$ cat config.mk
export PLATFORM = sky130hd
export DESIGN_NAME = ext_load_sequencer
export DESIGN_NICKNAME = d
export VERILOG_FILES = /design/src/rtl/ext_load_sequencer.sv
export SDC_FILE = /design/constraint.sdc
export NUM_CORES = 1
export LEC_CHECK = 0
export CAP_MARGIN = 20
export CORE_AREA = 3 3 393 395
export CTS_BUF_LIST = sky130_fd_sc_hd__clkbuf_16
export CTS_CLUSTER_DIAMETER = 150
export DETAILED_ROUTE_END_ITERATION = 12
export DIE_AREA = 0 0 396 398
export PLACE_DENSITY = 0.3
export RECOVER_POWER = 50
export SYNTH_ARGS = -nofsm -noshare
export SYNTH_HDL_FRONTEND = slang
export SYNTH_SLANG_ARGS = --single-unit
$ cat constraint.sdc
create_clock -name clk -period 2.33 [get_ports clk]
set_input_delay 0.466 -clock clk [delete_from_list [all_inputs] [get_ports clk]]
set_output_delay 0.466 -clock clk [all_outputs]
set_load 0.05 [all_outputs]
$ cat src/rtl/ext_load_sequencer.sv
// ============================================================================
// Module      : ext_load_sequencer
// Description : Host-side load stage that turns a command stream plus GB-line
//               and NIT-row streams into external write strobes for the
//               point-cloud accelerator, and sequences its start/LOAD_DONE
//               pulses.
// Revision    : 1.0 - initial release
// ============================================================================
`default_nettype none

module ext_load_sequencer #(
    parameter int GB_ADDR_WIDTH  = 17,
    parameter int GB_DATA_WIDTH  = 128,
    parameter int NIT_ADDR_WIDTH = 12,
    parameter int NIT_DATA_WIDTH = 330,
    parameter int LEN_WIDTH      = 13
) (
    input  logic                      clk,
    input  logic                      rst,

    input  logic                      cmd_valid,
    output logic                      cmd_ready,
    input  logic [1:0]                cmd_type,
    input  logic [GB_ADDR_WIDTH-1:0]  cmd_addr,
    input  logic [LEN_WIDTH-1:0]      cmd_len,

    input  logic                      gb_valid,
    output logic                      gb_ready,
    input  logic [GB_DATA_WIDTH-1:0]  gb_data,

    input  logic                      nit_valid,
    output logic                      nit_ready,
    input  logic [NIT_DATA_WIDTH-1:0] nit_data,

    output logic                      global_buf_write_external,
    output logic [GB_ADDR_WIDTH-1:0]  waddr_external,
    output logic [GB_DATA_WIDTH-1:0]  GB_data_line,

    output logic                      nit_write,
    output logic [NIT_ADDR_WIDTH-1:0] NIT_addr_external,
    output logic [NIT_DATA_WIDTH-1:0] NIT_external_data,

    output logic                      LOAD_DONE,
    output logic                      start,
    output logic                      busy,
    output logic [LEN_WIDTH-1:0]      beats_left
);

    localparam logic [1:0] c_cmd_gb    = 2'd0;
    localparam logic [1:0] c_cmd_nit   = 2'd1;
    localparam logic [1:0] c_cmd_done  = 2'd2;
    localparam logic [1:0] c_cmd_start = 2'd3;

    localparam logic [GB_ADDR_WIDTH-1:0] c_ptr_one  = GB_ADDR_WIDTH'(1);
    localparam logic [LEN_WIDTH-1:0]     c_len_one  = LEN_WIDTH'(1);
    localparam logic [LEN_WIDTH-1:0]     c_len_zero = '0;

    typedef enum logic [1:0] {
        S_IDLE     = 2'd0,
        S_GB_LOAD  = 2'd1,
        S_NIT_LOAD = 2'd2,
        S_PULSE    = 2'd3
    } state_t;

    state_t                     r_state;
    logic [GB_ADDR_WIDTH-1:0]   r_ptr;

    logic w_cmd_fire;
    logic w_gb_fire;
    logic w_nit_fire;
    logic w_last_beat;

    // Handshake readies are pure decodes of the state register.
    assign cmd_ready = (r_state == S_IDLE);
    assign gb_ready  = (r_state == S_GB_LOAD);
    assign nit_ready = (r_state == S_NIT_LOAD);
    assign busy      = (r_state != S_IDLE);

    assign w_cmd_fire  = cmd_valid & cmd_ready;
    assign w_gb_fire   = gb_valid  & gb_ready;
    assign w_nit_fire  = nit_valid & nit_ready;
    assign w_last_beat = (beats_left == c_len_one);

    always_ff @(posedge clk) begin
        if (rst) begin
            r_state                   <= S_IDLE;
            r_ptr                     <= '0;
            beats_left                <= '0;
            global_buf_write_external <= 1'b0;
            waddr_external            <= '0;
            GB_data_line              <= '0;
            nit_write                 <= 1'b0;
            NIT_addr_external         <= '0;
            NIT_external_data         <= '0;
            LOAD_DONE                 <= 1'b0;
            start                     <= 1'b0;
        end else begin
            // Strobes and pulses are single-cycle; address/data hold.
            global_buf_write_external <= 1'b0;
            nit_write                 <= 1'b0;
            LOAD_DONE                 <= 1'b0;
            start                     <= 1'b0;

            case (r_state)
                S_IDLE: begin
                    if (w_cmd_fire) begin
                        r_ptr      <= cmd_addr;
                        beats_left <= cmd_len;
                        case (cmd_type)
                            c_cmd_gb: begin
                                if (cmd_len != c_len_zero) begin
                                    r_state <= S_GB_LOAD;
                                end
                            end
                            c_cmd_nit: begin
                                if (cmd_len != c_len_zero) begin
                                    r_state <= S_NIT_LOAD;
                                end
                            end
                            c_cmd_done: begin
                                LOAD_DONE <= 1'b1;
                                r_state   <= S_PULSE;
                            end
                            c_cmd_start: begin
                                start   <= 1'b1;
                                r_state <= S_PULSE;
                            end
                            default: r_state <= S_IDLE;
                        endcase
                    end
                end

                S_GB_LOAD: begin
                    if (w_gb_fire) begin
                        global_buf_write_external <= 1'b1;
                        waddr_external            <= r_ptr;
                        GB_data_line              <= gb_data;
                        r_ptr                     <= r_ptr + c_ptr_one;
                        beats_left                <= beats_left - c_len_one;
                        if (w_last_beat) begin
                            r_state <= S_IDLE;
                        end
                    end
                end

                S_NIT_LOAD: begin
                    // Low bits of the full-width pointer wrap modulo 2^NIT_ADDR_WIDTH.
                    if (w_nit_fire) begin
                        nit_write         <= 1'b1;
                        NIT_addr_external <= r_ptr[NIT_ADDR_WIDTH-1:0];
                        NIT_external_data <= nit_data;
                        r_ptr             <= r_ptr + c_ptr_one;
                        beats_left        <= beats_left - c_len_one;
                        if (w_last_beat) begin
                            r_state <= S_IDLE;
                        end
                    end
                end

                S_PULSE: begin
                    r_state <= S_IDLE;
                end

                default: r_state <= S_IDLE;
            endcase
        end
    end

endmodule

`default_nettype wire
==> results.yml, run 1 <==
run_status:
  status: "complete, no violations"
cts:
  cts_buffer_depth: 3
  ctsHoldBuffers: 0
  htree_levels: 3
  clk_root_buffer_cell: "clkbuf_16"
  cts_sinks: 523
  clk_pin_slew_ns: 0.06
  cts_tree: "built"
  clock_latency_ns: 0.67
  cts_inserted_buffers: 76
synthesis:
  synth_edf_count: 0
  synth-warning-count: 0
  ys_ff_latch: 523
  syn_inst: 2405
  syn_area_um2: 18670
  synth_ff_type: "dfxtp_1"
  syn_area_per_cell_um2: 7.764
  async_flop_share: 0
  synth_seq_area_share: 0.5607
  yosysUniqueCellTypes: 47
  syn-num-nets: 2907
drt:
  first_pass_iters: 5
  wl_mm: 120.8
  drc: 0
  drtIter0Drc: 941
  ant_nets: 0
  routed_via_density: 3.683
  num_vias: 20290
  wl_per_cell_um: 21.92
setup_path:
  end_kind: "output port"
  cp_top_family: "buffers and inverters"
  cp_slowest_stage_delay_ns: 0.80
  start_kind: "flip-flop"
  crit_required_ns: 1.86
  crit_path_cell_trace: "clkdlybuf4s50_1"
  worstPathMaxFanout: 2
  slowest_stage: "clkdlybuf4s50_1"
  worstSetupPathType: "flip-flop to output port"
  crit_arrival_ns: 1.77
  cp.buffers_inverters: 1
floorplan:
  die_w_um: 396
  die_area_um2: 157600
  initial_utilization: 0.1232
  io_pins: 1003
  coreArea_um2: 151500
  rows: 143
  dieHeight_um: 398
timing:
  max_slew_margin: 0.3900
  slew_viol_final: 0
  tightest_slew_ns: 0.9149
  fin_crit_ns: 2.238
  finalHoldViolCount: 0
  skew_ns: 0.04130
  rsz0062_at_grt: "no"
  fin_setup_tns_ns: 0
  fin_hold_ws_ns: 0.2458
  layout_worst_path_cycle_share: 0.9604
  setup_viol: 0
  max_freq_mhz: 446.9
final_layout:
  fillers: 17120
  final_area_um2: 33260
  mostFrequentLayoutCells: "nand2_1 (1007), dfxtp_1 (522), a21oi_1 (512), clkdlybuf4s50_1 (501), dlygate4sd2_1 (434)"
  drive_gt1_frac: 0.08060
  fin_nets: 3918
  final_common_cell: "nand2_1"
  fin_cells: 5510
  area_growth_pct: 78.13
power:
  fin_total_pwr_uw: 33280
  p_leak_uw: 0.01353
  p_per_area_nw_per_um2: 1001
  vdd_drop_max_uv: 483.8
grt:
  grt_pass1_vias: 20580
  antenna_found_initial: 38
  track_usage: 0.1469
  grt_start_max_net_pins: 70
  grt_overflow: 0
  grt_pass1_wl_mm: 165.2
placed_design:
  hpwl_mm: 94.40
  placedInstanceArea_um2: 31670
  dp.cells: 5368
  portBuffers: 1002
  routabilityCongestion: 0.7910
hold_path:
  min_path_type: "primary input to flip-flop"
flow_run:
  maxCapViolations: 0
-- cell type report --
cell class              instances  area (µm²)  area share
clock buffers                  76        1902     0.05718
multi-input cells            1684        7456      0.2242
flip-flops and latches        523       10470      0.3148
inverters                      13       48.80    0.001467
diodes                          6       15.01   0.0004514
repair buffers               1118       10350      0.3111
clock inverters                60       479.2     0.01441
well taps                    2030        2540     0.07636
-- worst paths after layout --
check / startpoint / to / slack, ns / depth (start not counted)
setup / recovery: NIT_external_data[269]$_SDFFE_PP0P_ / NIT_external_data[269] / 0.09 / 1
setup reg to reg: r_state[0]$_SDFFE_PP0P_ / NIT_external_data[111]$_SDFFE_PP0P_ / 0.17 / 8
hold / removal: rst / NIT_external_data[42]$_SDFFE_PP0P_ / 0.25 / 2
hold reg to reg: NIT_external_data[54]$_SDFFE_PP0P_ / NIT_external_data[54]$_SDFFE_PP0P_ / 0.45 / 2
-- report_power, final --
part           switching (µW)  total, µW  internal [µW]
Combinational            7800      11100           3310
Sequential                781      10900          10100
Clock                    4840      11300           6420
Total                   13400      33300          19900
-- cells by family after synthesis --
group	Yosys count	synth area share
flops	523	0.5607
simple gates	1099	0.2307
fa+ha+maj	7	0.004691
compound gates	572	0.1600
mux	6	0.003551
buf+inv	198	0.04034
-- routing by layer --
metal,vias up,part of all wire,global-route usage
li1,9896,-,-
met1,9483,0.40,0.1672
met2,721,0.48,0.2500
met3,179,0.098,0.06611
met4,14,0.021,0.03572
met5,-,0.00075,0
-- state kept, by name, indices dropped and copies added (netlist names), 2 cells and up --
| name | cells |
|---|---|
| r_state | 2 |
| GB_data_line | 128 |
| waddr_external | 17 |
| beats_left | 13 |
| NIT_addr_external | 12 |
| r_ptr | 17 |
| NIT_external_data | 330 |
-- cell usage after synthesis, types with 2 or more instances --
library cell  number  area, µm²
nor2b_1            7      43.79
clkbuf_1         166      623.1
buf_2              8      40.04
mux2_2             5      56.30
nor2_1            28      105.1
nor4_1             9      56.30
nor3b_1            2      15.01
or4_1              4      30.03
ha_1               7      87.58
buf_1             11      41.29
nor3_1             8      40.04
a2bb2oi_1          2      17.52
a211oi_1           2      15.01
o32ai_1            7      61.31
nand2_1         1007       3780
nand3_1            8      40.04
dfxtp_1          523      10470
o211ai_1           2      15.01
nor4b_1            3      26.28
nand4_1            6      37.54
inv_1             13      48.80
a31oi_1            3      18.77
and2_1             3      18.77
a22oi_1            6      45.04
o21ai_0           22      110.1
or3_1              2      12.51
o2bb2ai_1          2      17.52
a32o_1             2      20.02
and3_1             5      31.28
nor2b_4            2      27.53
a21oi_1          512       2562
o31a_1             3      26.28
-- per-stage QoR --
stage	setup WS, ns	util
6_report	0.09233	0.2195
5_1_grt	0.0008304	0.2195
4_1_cts	0.002395	0.2211
3_5_place_dp	-0.1474	0.2090
3_3_place_gp	-0.1445	0.2090
2_1_floorplan	0.08833	-
-- timing repair --
| item | 4_1_cts | 5_1_grt |
|---|---|---|
| resized for setup | 434 | 4 |
| pin swaps | 0 | 0 |
| setup endpoints to repair | 434 | 4 |
| buffers inserted | 0 | 0 |
Note: power is estimated with default switching activity, not from simulation.
==> run 2: changes to the inputs <==
Settings changed: CAP_MARGIN 20 to 5.
==> results of run 2 <==
No change in the layout: final DEF, timing and power equal those of run 1.
